<file path="src/rtl/ring_osc_pkg.sv">
// Shared definitions for the ring-oscillator blocks: meter FSM states and parameter defaults.
// Latency: none (package only).
// Backpressure: none (package only).
package ring_osc_pkg;

    // Default widths for the frequency meter; other oscillator-control blocks
    // pick these up so the whole cluster agrees on result widths.
    localparam int GATE_BITS_DEF   = 16;
    localparam int COUNT_BITS_DEF  = 12;
    localparam int SYNC_STAGES_DEF = 2;

    // Measurement FSM: idle waiting for start, or counting inside a window.
    typedef enum logic {
        IDLE  = 1'b0,
        COUNT = 1'b1
    } meter_state_t;

endpackage : ring_osc_pkg

</file>
<file path="src/rtl/sync_ff.sv">
// N-stage single-bit synchronizer for bringing an asynchronous level into the clk domain.
// Latency: STAGES clk cycles from first capture to q (plus metastability resolution).
// Backpressure: none; free-running, samples d every cycle.
//
// Ports:
//   clk - destination clock
//   rst - asynchronous active-high reset, all stages cleared to 0
//   d   - asynchronous input level
//   q   - synchronized level (last stage)
module sync_ff #(
    parameter int STAGES = 2
) (
    input  logic clk,
    input  logic rst,
    input  logic d,
    output logic q
);

    logic [STAGES-1:0] sync_q;

    // Shift register: bit 0 is the capture flop that may go metastable,
    // later bits give it time to resolve before anyone looks at it.
    always_ff @(posedge clk or posedge rst) begin
        if (rst) begin
            sync_q <= '0;
        end else begin
            sync_q <= {sync_q[STAGES-2:0], d};
        end
    end

    assign q = sync_q[STAGES-1];

endmodule : sync_ff

</file>
<file path="src/rtl/ring_osc_freq_meter.sv">
// Ring-oscillator frequency meter: counts rising edges of osc_in over a window of gate_len clk cycles.
// Latency: result (count/overflow/count_valid) visible max(gate_len,1)+1 cycles after start.
// Backpressure: none; count_valid is a one-cycle pulse, the consumer must take it when it fires.
//
// Ports:
//   clk         - system clock, only clock in the block
//   rst         - asynchronous active-high reset
//   osc_in      - divided ring-oscillator output, asynchronous to clk
//   start       - begin a measurement, looked at only while idle
//   continuous  - chain windows back to back with no dead cycle
//   gate_len    - window length in clk cycles (0 behaves as 1)
//   busy        - high while a window is being counted
//   count       - edge count of the last completed window (held)
//   count_valid - one-cycle pulse when count/overflow update
//   overflow    - last completed window saturated count
module ring_osc_freq_meter
    import ring_osc_pkg::*;
#(
    parameter int GATE_BITS   = GATE_BITS_DEF,
    parameter int COUNT_BITS  = COUNT_BITS_DEF,
    parameter int SYNC_STAGES = SYNC_STAGES_DEF
) (
    input  logic                  clk,
    input  logic                  rst,
    input  logic                  osc_in,
    input  logic                  start,
    input  logic                  continuous,
    input  logic [GATE_BITS-1:0]  gate_len,
    output logic                  busy,
    output logic [COUNT_BITS-1:0] count,
    output logic                  count_valid,
    output logic                  overflow
);

    meter_state_t state, state_nxt;

    logic                  osc_sync;
    logic                  osc_hist;
    logic                  osc_edge;

    logic [GATE_BITS-1:0]  win_cnt;
    logic [COUNT_BITS-1:0] edge_cnt;
    logic                  ovf_acc;

    logic [GATE_BITS-1:0]  gate_eff;
    logic                  last_cycle;
    logic                  cnt_at_max;
    logic [COUNT_BITS-1:0] edge_cnt_upd;
    logic                  ovf_upd;

    logic                  do_load;
    logic                  do_finish;

    // ------------------------------------------------------------------
    // Input synchronizer and rising-edge detect. Runs in every state so
    // the history flop already tracks osc_in when a window opens; a level
    // that was high before start is not mistaken for a fresh edge.
    // ------------------------------------------------------------------
    sync_ff #(
        .STAGES (SYNC_STAGES)
    ) u_osc_sync (
        .clk (clk),
        .rst (rst),
        .d   (osc_in),
        .q   (osc_sync)
    );

    always_ff @(posedge clk or posedge rst) begin
        if (rst) begin
            osc_hist <= 1'b0;
        end else begin
            osc_hist <= osc_sync;
        end
    end

    assign osc_edge = osc_sync & ~osc_hist;

    // ------------------------------------------------------------------
    // Window and accumulator arithmetic
    // ------------------------------------------------------------------
    assign gate_eff   = (gate_len == '0) ? GATE_BITS'(1) : gate_len;
    assign last_cycle = (win_cnt == GATE_BITS'(1));
    assign cnt_at_max = &edge_cnt;

    // Saturating count including this cycle's edge; an edge that arrives
    // with the counter already pinned is what flags overflow.
    assign edge_cnt_upd = (osc_edge && !cnt_at_max) ? edge_cnt + COUNT_BITS'(1) : edge_cnt;
    assign ovf_upd      = ovf_acc | (osc_edge & cnt_at_max);

    // ------------------------------------------------------------------
    // FSM: state register
    // ------------------------------------------------------------------
    always_ff @(posedge clk or posedge rst) begin
        if (rst) begin
            state <= IDLE;
        end else begin
            state <= state_nxt;
        end
    end

    // ------------------------------------------------------------------
    // FSM: next state and control strobes
    // ------------------------------------------------------------------
    always_comb begin
        state_nxt = state;
        busy      = 1'b0;
        do_load   = 1'b0;
        do_finish = 1'b0;
        case (state)
            IDLE: begin
                if (start) begin
                    do_load   = 1'b1;
                    state_nxt = COUNT;
                end
            end
            COUNT: begin
                busy = 1'b1;
                if (last_cycle) begin
                    do_finish = 1'b1;
                    // Reloading on the last cycle keeps continuous windows
                    // gap-free: the next window's first sample is the very
                    // next cycle.
                    if (continuous) begin
                        do_load = 1'b1;
                    end else begin
                        state_nxt = IDLE;
                    end
                end
            end
            default: begin
                state_nxt = IDLE;
            end
        endcase
    end

    // ------------------------------------------------------------------
    // Window counter, accumulators and result registers
    // ------------------------------------------------------------------
    always_ff @(posedge clk or posedge rst) begin
        if (rst) begin
            win_cnt     <= '0;
            edge_cnt    <= '0;
            ovf_acc     <= 1'b0;
            count       <= '0;
            overflow    <= 1'b0;
            count_valid <= 1'b0;
        end else begin
            count_valid <= 1'b0;

            if (do_finish) begin
                count       <= edge_cnt_upd;
                overflow    <= ovf_upd;
                count_valid <= 1'b1;
            end

            if (do_load) begin
                win_cnt  <= gate_eff;
                edge_cnt <= '0;
                ovf_acc  <= 1'b0;
            end else if (state == COUNT) begin
                win_cnt  <= win_cnt - GATE_BITS'(1);
                edge_cnt <= edge_cnt_upd;
                ovf_acc  <= ovf_upd;
            end
        end
    end

endmodule : ring_osc_freq_meter
</file>
<file path="config.mk">
export PLATFORM = sky130hd
export DESIGN_NAME = ring_osc_freq_meter
export DESIGN_NICKNAME = d
export VERILOG_FILES = /design/src/rtl/ring_osc_pkg.sv /design/src/rtl/sync_ff.sv /design/src/rtl/ring_osc_freq_meter.sv
export SDC_FILE = /design/constraint.sdc
export NUM_CORES = 1
export LEC_CHECK = 0
export ABC_AREA = 1
export CAP_MARGIN = 20
export CORE_ASPECT_RATIO = 0.5
export CORE_UTILIZATION = 60
export DETAILED_ROUTE_END_ITERATION = 12
export MAX_ROUTING_LAYER = met4
export PLACE_DENSITY = 0.95
export SLEW_MARGIN = 20
export SYNTH_ARGS = -nofsm -noshare
export SYNTH_HDL_FRONTEND = slang
export SYNTH_HIERARCHICAL = 1
export SYNTH_SLANG_ARGS = --single-unit
</file>
<file path="constraint.sdc">
create_clock -name clk -period 4.85 [get_ports clk]
set_input_delay 0.7275 -clock clk [delete_from_list [all_inputs] [get_ports clk]]
set_output_delay 0.7275 -clock clk [all_outputs]
set_load 0.02 [all_outputs]
</file>
# --- After elaboration in Yosys (flattened, before gate mapping) ---
# Index checks and enable logic that the tools add are counted.
totals:
  reg_bits: 47
  out_inout_bits: 15
  latchBits: 0
  elab_cells: 40
  ramBits: 0
  mem_count: 0
  mem_bits_ro: 0
  inputBits: 21
op_classes:
  n_mux: 18
  reduce_logical: 5
  n_shift: 0
  bitwise_logic: 5
  magnitude_cmp: 0
  eq_ne: 1
  n_div: 0
  add_sub_neg: 2
  n_mul: 0
ops:
  columns: ["op", "count"]
  rows:
  - ["16-bit two-way mux", 3]
  - ["12-bit two-way mux", 3]
  - ["16-bit by 1-bit equality test with 1-bit output (second input constant)", 1]
  - ["16-bit zero test", 1]
  - ["16-bit by 1-bit subtractor with 16-bit output (second input constant)", 1]
  - ["12-bit by 1-bit adder with 12-bit output (second input constant)", 1]
  - ["12-bit AND reduction", 1]
  - ["1-bit two-way mux", 10]
  - ["1-bit case mux with 2 select lines", 2]
  - ["1-bit bitwise AND", 2]
  - ["1-bit NOT", 2]
  - ["2-bit nonzero test", 1]
  - ["1-bit logical AND", 1]
  - ["1-bit zero test", 1]
  - ["1-bit bitwise OR", 1]

# --- Depth between registers and ports, before layout ---
# Gate-level depths: netlist of the first run.
logic_depth:
  ltp_word: 6
  depth_mapped: 11
  depth_no_buf: 11

# --- By module ---
# The synthesis of the first run kept the hierarchy.
by_module_without_submodules:
  columns: ["mod", "n_inst", "seq_area_each_um2", "cells_each", "area_each_um2"]
  rows:
  - ["ring_osc_freq_meter", 1, 1126.1, 435, 2899.0]
  - ["sync_ff", 1, 50.0, 3, 53.8]

# --- Least setup slack after synthesis of the first run ---
# Ideal clock, no wire load.
synth_timing:
  path_kind: "input port to flip-flop"
  from: "in start"
  to: "reg edge_cnt[10]"
  t_required_ps: 4784
  arrival_ps: 1543
  setup_ps: 66
  path_stages: 5
  n_path_buf: 2
  setup_slack_ps: 3242
  path_cell_list: "nor2_1 > clkbuf_1 > clkbuf_1 > nand2_1 > nand2_1"
synth_between:
  elab_chain_cells: 3
  elab_cells_between_ends: 4
  cone_classes: "3 x mux; 1 x reduce/logical"
synth_rtl:
  columns: ["element", "line", "rtl"]
  rows:
  - ["start: declaration", "ring_osc_freq_meter.sv:26", "input logic start,"]
  - ["1-bit two-way mux *", "ring_osc_freq_meter.sv:111", "if (start) begin"]
  - ["1-bit case mux with 2 select lines *", "ring_osc_freq_meter.sv:109", "case (state)"]
  - ["12-bit two-way mux or 2-bit nonzero test (tied branches)", null, null]
  - ["end signal: assignment", "ring_osc_freq_meter.sv:162", "edge_cnt <= edge_cnt_upd;"]
  - ["end: declaration", "ring_osc_freq_meter.sv:42", "logic [COUNT_BITS-1:0] edge_cnt;"]
# Mark *: on every way between the ends. The rest lies on a longest branch, timed or not.
# A chain may end at the register's enable or synchronous reset.

# --- Worst setup path in the final report of the first run ---
layout_timing:
  from: "in start"
  to: "reg win_cnt[11]"
layout_between:
  elab_chain_cells: 3
  elab_cells_between_ends: 4
  cone_classes: "3 x mux; 1 x reduce/logical"
layout_rtl:
  columns: ["element", "line", "rtl"]
  rows:
  - ["1-bit two-way mux *", "ring_osc_freq_meter.sv:111", null]
  - ["1-bit case mux with 2 select lines *", "ring_osc_freq_meter.sv:109", null]
  - ["16-bit two-way mux or 2-bit nonzero test (tied branches)", null, null]
  - ["end signal: assignment", "ring_osc_freq_meter.sv:157", "win_cnt <= gate_eff;"]
  - ["end signal: assignment", "ring_osc_freq_meter.sv:161", "win_cnt <= win_cnt - GATE_BITS'(1);"]
  - ["end: declaration", "ring_osc_freq_meter.sv:41", "logic [GATE_BITS-1:0] win_cnt;"]
# Marks and branches as above.

==> flow_summary.yaml, run 1 <==
floorplan:
  coreArea_sq_mm: 0.00455
  start_util_pct: 64.9
  rows: 17
  ioPinCount: 36
  die_w_um: 101
  die_height_um: 51.6
  dieArea_sq_mm: 0.00522
drt:
  wire_per_inst_um: 13.0
  drtIter0Drc: 121
  finalWirelength_um: 7000
  vias: 2814
  drtAntennaViolNets: 0
  remaining_drc_errors: 0
  drt_pass1_iterations: 4
  via_per_inst: 5.22
grt:
  top_usage_layer: "met2"
  use_met3_pct: 4.97
  antenna_found_initial: 0
  gr-usage-met1_pct: 37.2
  grt_util_met2_pct: 55.0
  track_usage_pct: 31.0
  grt_max_degree: 46
  grt_overflow: 0
  first_global_vias: 2706
  grt_pass1_wl_um: 12100
synthesis:
  synthArstFlopShare_pct: 100
  synth_ff_type: "dfrtp_1"
  syn_inst: 438
  synthesis.nets: 462
  synth_seq_cells: 47
  synth_top_cell_by_area: "dfrtp_1"
  yosys-top-cells-area: "dfrtp_1 (40%), nand2_1 (26%), inv_1 (5.0%)"
  synth_area_sq_mm: 0.00295
  synth_top_area_share_pct: 39.8
  yosysWarningCount: 6
  yosysUniqueCellTypes: 29
  syn_avg_cell_area_sq_um: 6.74
  synth_enable_flop_cells: 0
  yosysSeqAreaShare_pct: 39.8
critical_path:
  critPathRequiredTime_ns: 5.09
  arrival_ns: 2.48
  path_max_fanout: 29
  r2r_slack_ns: 2.88
  reg2reg_to: "win_cnt[10]$_DFFE_PP0P_"
  setup.worst_path.start_class: "primary input"
  criticalPathCategory: "primary input to register"
  reg2reg_from: "win_cnt[1]$_DFFE_PP0P_"
  cp-end-kind: "register"
  worstRegToRegCells: 9
clocking:
  post_cts_buffers: 0
  htreeDepth: 2
  cts_buffers: 5
  hold_buffers: 0
  cts.sinks: 47
  clk_path_buf_depth: 2
  cts_tree: "done"
  insertion_delay_ns: 0.31
  post_cts_resized: 0
  clk_pin_slew_worst_paths_ns: 0.10
  cts_root_buf: "clkbuf_8"
timing:
  grt_setup_unrepaired: "no"
  period_minus_slack_ns: 2.25
  worstMarginPinSlew_ns: 0.600
  final_hold_viol_count: 0
  fmax_ghz: 0.445
  fin_crit_sh_pct: 46.3
  tns_ns: 0
  setup_viol: 0
  setup_ws_ns: 2.60
  clock_skew_ns: 0.0101
  slew_headroom_pct: 59.9
  drv_slew: 0
power_and_ir_drop:
  switching_share_pct: 40.5
  ir_worst_vdd_mv: 0.205
  p_int_uw: 828
  p_per_area_mw_per_mm2: 403
  p_seq_share_pct: 42.4
  power.total_uw: 1390
  leakagePower_uw: 0.00178
  p_sw_uw: 563
  combPwrFrac_pct: 35.6
  power_frac_clock_pct: 22.0
layout:
  drive_above_1_share_pct: 7.82
  n_antenna_cell: 0
  final_core_util_pct: 75.8
  nFillCells: 359
  area_growth_pct: 16.9
  multi_input_area_sq_mm: 0.00155
  regArea_sq_mm: 0.00118
  nNetsFinal: 496
run_status:
  status: "finished, final reports clean"
place:
  dp_hpwl_um: 4900
  dp_slack_ns: 2.30
  port_buffers: 35
  place_congestion: 0.959
hold_path:
  whs_path_depth: 0
  holdCritPathClass: "register to register"
  holdPathEnd: "u_osc_sync/sync_q[1]$_DFF_PP0_"
  hp-start: "u_osc_sync/sync_q[0]$_DFF_PP0_"
job:
  cap_violations: 0
## registers in the layout (all words and copies together) (netlist names)
| register | count |
|---|---|
| ovf_acc | 1 |
| win_cnt | 16 |
| count_valid | 1 |
| osc_hist | 1 |
| u_osc_sync/sync_q | 2 |
| state | 1 |
| overflow | 1 |
| edge_cnt | 12 |
| count | 12 |
## cell usage after synthesis, types with 4 or more instances
library cell / count
o21ai_0: 6
xnor2_1: 5
o21ai_1: 4
nand2_1: 208
nand2_2: 16
inv_1: 39
nand4_1: 4
dfrtp_1: 47
clkbuf_1: 5
xor2_1: 7
nor2_1: 39
a21oi_1: 4
nand3_1: 29
## cells in the final DEF, fill, tap and decap left out, drive strengths merged
cell / count
and3: 1
or2: 1
nor3: 2
a21oi: 4
xor2: 7
clkinv: 3
nand3b: 3
inv: 39
nor2: 43
dfrtp: 47
buf: 3
o21ai: 10
nand3: 29
bufinv: 1
nand2: 226
ha: 3
clkbuf: 5
clkdlybuf4s50: 35
xnor2: 5
nand4: 5
a31oi: 1
## routing by layer
layer | vias to the layer above | wire, um
met5 | - | 0
met4 | 0 | 84
met3 | 9 | 270
met2 | 77 | 3560
met1 | 1320 | 3090
li1 | 1408 | -
## how the worst max path moves through the flow
| stage | startpoint | endpoint | slack, ns | cells past startpoint |
|---|---|---|---|---|
| after floorplan | rst | count[0]$_DFFE_PP0P_ | 3.06 | 1 |
| after global placement | start | win_cnt[11]$_DFFE_PP0P_ | 2.38 | 7 |
| after detailed placement | start | win_cnt[10]$_DFFE_PP0P_ | 2.30 | 7 |
| after CTS | start | win_cnt[10]$_DFFE_PP0P_ | 2.62 | 7 |
| after global routing | start | win_cnt[10]$_DFFE_PP0P_ | 2.44 | 7 |
| final | start | win_cnt[11]$_DFFE_PP0P_ | 2.60 | 7 |
## final cells by class
type | count | share of cell area, %
clock inverter | 3 | 1.38
inverter | 40 | 4.35
timing repair buffer | 38 | 10.8
clock buffer | 5 | 1.99
tap | 66 | 2.39
sequential | 47 | 34.1
multi-input combinational | 340 | 45.0
## stage by stage
step	instance area, sq um	hold WS (ns)	cells
after floorplan	2950	0.331	438
after global placement	3330	0.332	531
after detailed placement	3330	0.345	531
after CTS	3450	0.367	539
after global routing	3450	0.385	539
final	3450	0.363	539
## cell families (layout without fill, tap and decap cells)
logic type      Yosys count  count (layout)  share of synthesized area [%]
xor+xnor                 12              12                           3.56
fa+ha+maj                 3               3                           1.27
flops                    47              47                           39.8
simple gates            310             310                           45.2
compound gates           15              15                           2.58
buf+inv                  51              86                           7.58
## worst max-delay path, stage by stage
cell and delay, ns:
clkdlybuf4s50_1 0.41, nor2_1 0.11, buf_4 0.32, clkinv_1 0.51, nand2_1 0.18, nand2_1 0.07
a21oi_1 0.15
## power groups by stage
stage | registers (uW) | clock network, uW | logic (uW)
after detailed placement | 590 | 0 | 483
after global routing | 604 | 320 | 576
after floorplan | 570 | 0 | 376
final | 590 | 305 | 496
after CTS | 585 | 305 | 491
after global placement | 588 | 0 | 451
Power figures use the tool's default switching activity.
==> inputs of run 2 (changes only) <==
--- a/config.mk
+++ b/config.mk
@@ -8,10 +8,10 @@
 export ABC_AREA = 1
 export CAP_MARGIN = 20
 export CORE_ASPECT_RATIO = 0.5
-export CORE_UTILIZATION = 60
+export CORE_UTILIZATION = 56
 export DETAILED_ROUTE_END_ITERATION = 12
 export MAX_ROUTING_LAYER = met4
-export PLACE_DENSITY = 0.95
+export PLACE_DENSITY = 0.9
 export SLEW_MARGIN = 20
 export SYNTH_ARGS = -nofsm -noshare
 export SYNTH_HDL_FRONTEND = slang
==> constraint.sdc (replaced) <==
create_clock -name clk -period 2.2 [get_ports clk]
set_input_delay 0.33 -clock clk [delete_from_list [all_inputs] [get_ports clk]]
set_output_delay 0.33 -clock clk [all_outputs]
set_load 0.02 [all_outputs]
==> run 2 against run 1 <==
  * Sequential share of layout area decreased by 0.12 points
  * Critical path type is now register to register
  * Critical endpoint is now edge_cnt[7]$_DFFE_PP0P_
  * Non-clock buffer count up 1
  * Die area is 6.9% higher
  * Largest cell class unchanged
  * Highest routed layer unchanged
  * Via count grew 0.43%
==> flow_summary.yaml, run 2 (synthesis gave the netlist of run 1 again) <==
layout:
  nNetsFinal: 497
  drive_above_1_share_pct: 8.02
  stdcell_count: 544
  regMostFlops: "win_cnt"
  multi_input_area_sq_mm: 0.00155
  area_growth_pct: 17.3
  regArea_sq_mm: 0.00118
  reg_top3: "win_cnt x16, count x12, edge_cnt x12"
  final_common_cell: "nand2_1"
  n_antenna_cell: 0
  final_cell_area_sq_mm: 0.00346
  nFillCells: 414
  final_cell_mix: "nand2_1 (208), dfrtp_1 (47), nor2_1 (39), inv_1 (38), clkdlybuf4s50_1 (35)"
  largest_reg_flops: 16
clocking:
  post_cts_resized: 0
  post_cts_buffers: 0
  clk_path_buf_depth: 2
  cts_root_buf: "clkbuf_8"
  cts_tree: "done"
  htreeDepth: 2
  insertion_delay_ns: 0.31
  cts.sinks: 47
  clk_pin_slew_worst_paths_ns: 0.10
  hold_buffers: 0
  cts_buffers: 5
critical_path:
  critPathRequiredTime_ns: 2.41
  cp.buffers_inverters: 2
  reg2reg_from: "win_cnt[1]$_DFFE_PP0P_"
  criticalPathCategory: "register to register"
  critPathSlowestCell: "dfrtp_1"
  r2r_slack_ns: 0.31
  max_stage_delay_ns: 0.41
  arrival_ns: 2.10
  reg2reg_to: "edge_cnt[7]$_DFFE_PP0P_"
  cp-end-kind: "register"
  path_cells: "inv_1 -> ha_1 -> nand3_1 -> nor2_1 -> nand4_4 -> nand2_2 -> inv_1 -> nand2_1 -> nand2_1"
  setup.worst_path.start_class: "register"
  crit_family: "simple AND/OR/NAND/NOR gates"
  path_max_fanout: 16
  worstRegToRegCells: 9
grt:
  track_usage_pct: 26.4
  antenna_found_initial: 0
  grt_pass1_wl_um: 11100
  grt_overflow: 0
  grt_max_degree: 46
  first_global_vias: 2559
drt:
  drt_pass1_iterations: 5
  finalWirelength_um: 6560
  via_per_inst: 5.19
  drtAntennaViolNets: 0
  wire_per_inst_um: 12.1
  remaining_drc_errors: 0
  vias: 2826
  drtIter0Drc: 146
power_and_ir_drop:
  leakagePower_uw: 0.00179
  p_seq_share_pct: 42.8
  combPwrFrac_pct: 35.2
  power_frac_clock_pct: 22.0
  p_int_uw: 1830
  p_per_area_mw_per_mm2: 874
  switching_share_pct: 39.7
  ir_worst_vdd_mv: 0.465
  p_sw_uw: 1200
timing:
  fin_crit_sh_pct: 85.9
  worstMarginPinSlew_ns: 0.572
  final_hold_viol_count: 0
  setup_viol: 0
  clock_skew_ns: 0.00783
  fmax_ghz: 0.529
  slew_headroom_pct: 61.9
  period_minus_slack_ns: 1.89
  tns_ns: 0
  drv_slew: 0
  grt_setup_unrepaired: "no"
  setup_ws_ns: 0.311
place:
  port_buffers: 35
  dp_slack_ns: 0.326
  place_congestion: 0.918
  place_area_sq_mm: 0.00335
  place_inst: 536
  dp_hpwl_um: 4690
floorplan:
  coreArea_sq_mm: 0.00500
  rows: 18
  start_util_pct: 59.1
  dieArea_sq_mm: 0.00558
  ioPinCount: 36
  die_height_um: 53.3
  die_w_um: 105
job:
  cap_violations: 0
hold_path:
  holdCritPathClass: "primary input to asynchronous set/reset pin"
run_status:
  status: "finished, final reports clean"
## run 2: worst register-to-register path, cell delays in order, from the launching register on
cell     delay, ns
dfrtp_1       0.41
inv_1         0.09
ha_1          0.16
nand3_1       0.07
nor2_1        0.20
nand4_4       0.29
nand2_2       0.18
inv_1         0.21
nand2_1       0.14
nand2_1       0.05
## run 2: metrics by stage
| step | hold WS (ns) | power [uW] | utilization (%) |
|---|---|---|---|
| floorplan | 0.0712 | 2080 | - |
| global placement | 0.333 | 2310 | 66.9 |
| detailed placement | 0.337 | 2360 | 66.9 |
| CTS | 0.192 | 3030 | 69.3 |
| global route | 0.218 | 3260 | 69.3 |
| finish | 0.196 | 3030 | 69.3 |
## run 2: worst max path at each step
stage | from | endpoint | slack, ns | depth (start not counted)
after floorplan | win_cnt[1]$_DFFE_PP0P_ | win_cnt[12]$_DFFE_PP0P_ | 0.66 | 10
after global placement | win_cnt[1]$_DFFE_PP0P_ | edge_cnt[4]$_DFFE_PP0P_ | 0.40 | 9
after detailed placement | win_cnt[1]$_DFFE_PP0P_ | edge_cnt[11]$_DFFE_PP0P_ | 0.33 | 9
after CTS | win_cnt[1]$_DFFE_PP0P_ | edge_cnt[1]$_DFFE_PP0P_ | 0.31 | 9
after global routing | win_cnt[1]$_DFFE_PP0P_ | edge_cnt[5]$_DFFE_PP0P_ | 0.11 | 9
final | win_cnt[1]$_DFFE_PP0P_ | edge_cnt[7]$_DFFE_PP0P_ | 0.31 | 9
## run 2: final cells by class
class | count | area share [%]
multi-input combinational | 340 | 44.8
clock inverter | 3 | 1.37
timing repair buffer | 39 | 11.0
sequential | 47 | 34.0
tap | 70 | 2.53
inverter | 40 | 4.34
clock buffer | 5 | 1.99
## run 2: routing by layer
metal | vias up | part of all wire (%) | GRT usage (%)
met2 | 106 | 47 | 47.5
met3 | 15 | 6.3 | 5.30
met4 | 0 | 1.8 | 9.62
met5 | - | 0 | -
li1 | 1414 | - | -
met1 | 1291 | 45 | 30.4
## run 2: power by group through the flow
stage               Clock, uW  Sequential (uW)  Combinational (uW)
floorplan                   0             1260                 829
CTS                       677             1290                1060
finish                    668             1300                1070
global route              707             1330                1230
global placement            0             1300                1010
detailed placement          0             1310                1050
==> inputs of run 3 (changes only) <==
--- a/config.mk
+++ b/config.mk
@@ -7,7 +7,7 @@
 export LEC_CHECK = 0
 export ABC_AREA = 1
 export CAP_MARGIN = 20
-export CORE_ASPECT_RATIO = 0.5
+export CORE_MARGIN = 5
 export CORE_UTILIZATION = 56
 export DETAILED_ROUTE_END_ITERATION = 12
 export MAX_ROUTING_LAYER = met4
@@ -17,3 +17,4 @@
 export SYNTH_HDL_FRONTEND = slang
 export SYNTH_HIERARCHICAL = 1
 export SYNTH_SLANG_ARGS = --single-unit
+export TNS_END_PERCENT = 10
==> run 3 against run 2 <==
  * Sequential share of layout area increased by 0.074 points
  * Clock skew is 0.0035 ns higher
  * Critical path depth did not move
  * Core utilization decreased by 1.6 points
  * Global-route usage down 3.8 points
  * Sequential power about the same
  * Critical endpoint is now edge_cnt[10]$_DFFE_PP0P_
  * Largest cell class unchanged
==> flow_summary.yaml, run 3 (synthesis gave the netlist of run 1 again) <==
clocking:
  clk_path_buf_depth: 2
  hold_buffers: 0
  cts_root_buf: "clkbuf_8"
  cts_tree: "done"
  clk_pin_slew_worst_paths_ns: 0.08
  cts_buffers: 5
  cts.sinks: 47
  htreeDepth: 2
  post_cts_buffers: 0
  post_cts_resized: 0
  insertion_delay_ns: 0.31
place:
  port_buffers: 35
  place_congestion: 0.925
  dp_hpwl_um: 4800
  place_area_sq_mm: 0.00335
critical_path:
  setup.worst_path.start_class: "register"
  arrival_ns: 2.20
  criticalPathCategory: "register to register"
  cp-end-kind: "register"
  path_max_fanout: 16
  critPathRequiredTime_ns: 2.40
layout:
  n_antenna_cell: 0
  final_common_cell: "nand2_1"
  final_core_util_pct: 67.7
  drive_above_1_share_pct: 7.82
  final_cell_mix: "nand2_1 (208), dfrtp_1 (47), nor2_1 (39), inv_1 (39), clkdlybuf4s50_1 (35)"
  nFillCells: 437
  reg_top3: "win_cnt x16, count x12, edge_cnt x12"
  area_growth_pct: 17.0
  largest_reg_flops: 16
  final_cell_area_sq_mm: 0.00346
  nNetsFinal: 496
  regMostFlops: "win_cnt"
timing:
  clock_skew_ns: 0.0113
  slew_headroom_pct: 63.5
  drv_slew: 0
  fmax_ghz: 0.500
  setup_viol: 0
  final_hold_viol_count: 0
  whs_ns: 0.198
  grt_setup_unrepaired: "no"
  period_minus_slack_ns: 2.00
  tns_ns: 0
  worstMarginPinSlew_ns: 0.546
  fin_crit_sh_pct: 90.9
power_and_ir_drop:
  leakagePower_uw: 0.00178
  ir_worst_vdd_mv: 0.459
  p_per_area_mw_per_mm2: 854
  power.total_uw: 2950
grt:
  grt_pass1_wl_um: 11700
  grt_max_degree: 46
  track_usage_pct: 22.6
  first_global_vias: 2650
  grt_overflow: 0
  antenna_found_initial: 0
drt:
  remaining_drc_errors: 0
  drtIter0Drc: 260
  finalWirelength_um: 6750
  via_per_inst: 5.17
  drt_pass1_iterations: 5
  vias: 2809
  drtAntennaViolNets: 0
  wire_per_inst_um: 12.4
floorplan:
  coreArea_sq_mm: 0.00511
  ioPinCount: 36
  dieArea_sq_mm: 0.00683
  rows: 26
  die_w_um: 82.6
  die_height_um: 82.6
  start_util_pct: 57.8
hold_path:
  holdCritPathClass: "primary input to asynchronous set/reset pin"
run_status:
  status: "finished, final reports clean"
job:
  cap_violations: 0
[run 3: cell count changes in the layout (fill, tap and decap cells not counted), sizes merged]
cell      delta
clkbuf       +2
clkinv       -2
buf          -1
bufinv       -1
clkinvlp     +1
[run 3: layer usage]
| metal | up-vias | routed length [um] | part of all wire, % | GRT usage [%] |
|---|---|---|---|---|
| li1 | 1408 | - | - | - |
| met1 | 1296 | 3070 | 45 | 28.0 |
| met2 | 92 | 3180 | 47 | 37.6 |
| met3 | 13 | 384 | 5.7 | 3.90 |
| met4 | 0 | 125 | 1.9 | 7.52 |
| met5 | - | 0 | 0 | - |
[run 3: path summary, 6_finish.rpt]
path	start	endpoint	slack [ns]	cells after the start
max in group asynchronous	rst	count[5]$_DFFE_PP0P_	1.57	3
setup / recovery	win_cnt[1]$_DFFE_PP0P_	edge_cnt[10]$_DFFE_PP0P_	0.20	9
hold / removal	rst	u_osc_sync/sync_q[1]$_DFF_PP0_	0.20	2
hold reg to reg	u_osc_sync/sync_q[0]$_DFF_PP0_	u_osc_sync/sync_q[1]$_DFF_PP0_	0.37	0
setup reg to reg	win_cnt[1]$_DFFE_PP0P_	edge_cnt[10]$_DFFE_PP0P_	0.20	9
min in group clk	u_osc_sync/sync_q[0]$_DFF_PP0_	u_osc_sync/sync_q[1]$_DFF_PP0_	0.37	0
[run 3: where the power goes]
group	internal (uW)	leakage (uW)	total, uW	switching (uW)
Combinational	432	0.00112	1060	631
Sequential	1050	0.000612	1300	246
Clock	286	0.0000505	589	303
[run 3: area by class of cell]
type	count	area, sq um	share of cell area [%]
clock buffers	7	96.3	2.79
clock inverters	1	7.51	0.217
inverters	40	150	4.34
multi-input cells	340	1550	44.9
flip-flops and latches	47	1180	34.0
well taps	70	87.6	2.53
repair buffers	38	385	11.2
[run 3: metrics by stage]
| step | setup WS (ns) | instances |
|---|---|---|
| 2_1_floorplan | 0.660 | 438 |
| 3_3_place_gp | 0.302 | 535 |
| 3_5_place_dp | 0.265 | 535 |
| 4_1_cts | 0.210 | 543 |
| 5_1_grt | 0.0471 | 543 |
| 6_report | 0.200 | 543 |
[run 3: worst max-delay path, stage by stage, from the launching register on]
cell     delay [ns]
dfrtp_1        0.40
inv_1          0.11
ha_1           0.18
nand3_1        0.08
nor2_1         0.20
nand4_4        0.30
nand2_2        0.20
inv_1          0.23
nand2_1        0.15
nand2_1        0.05
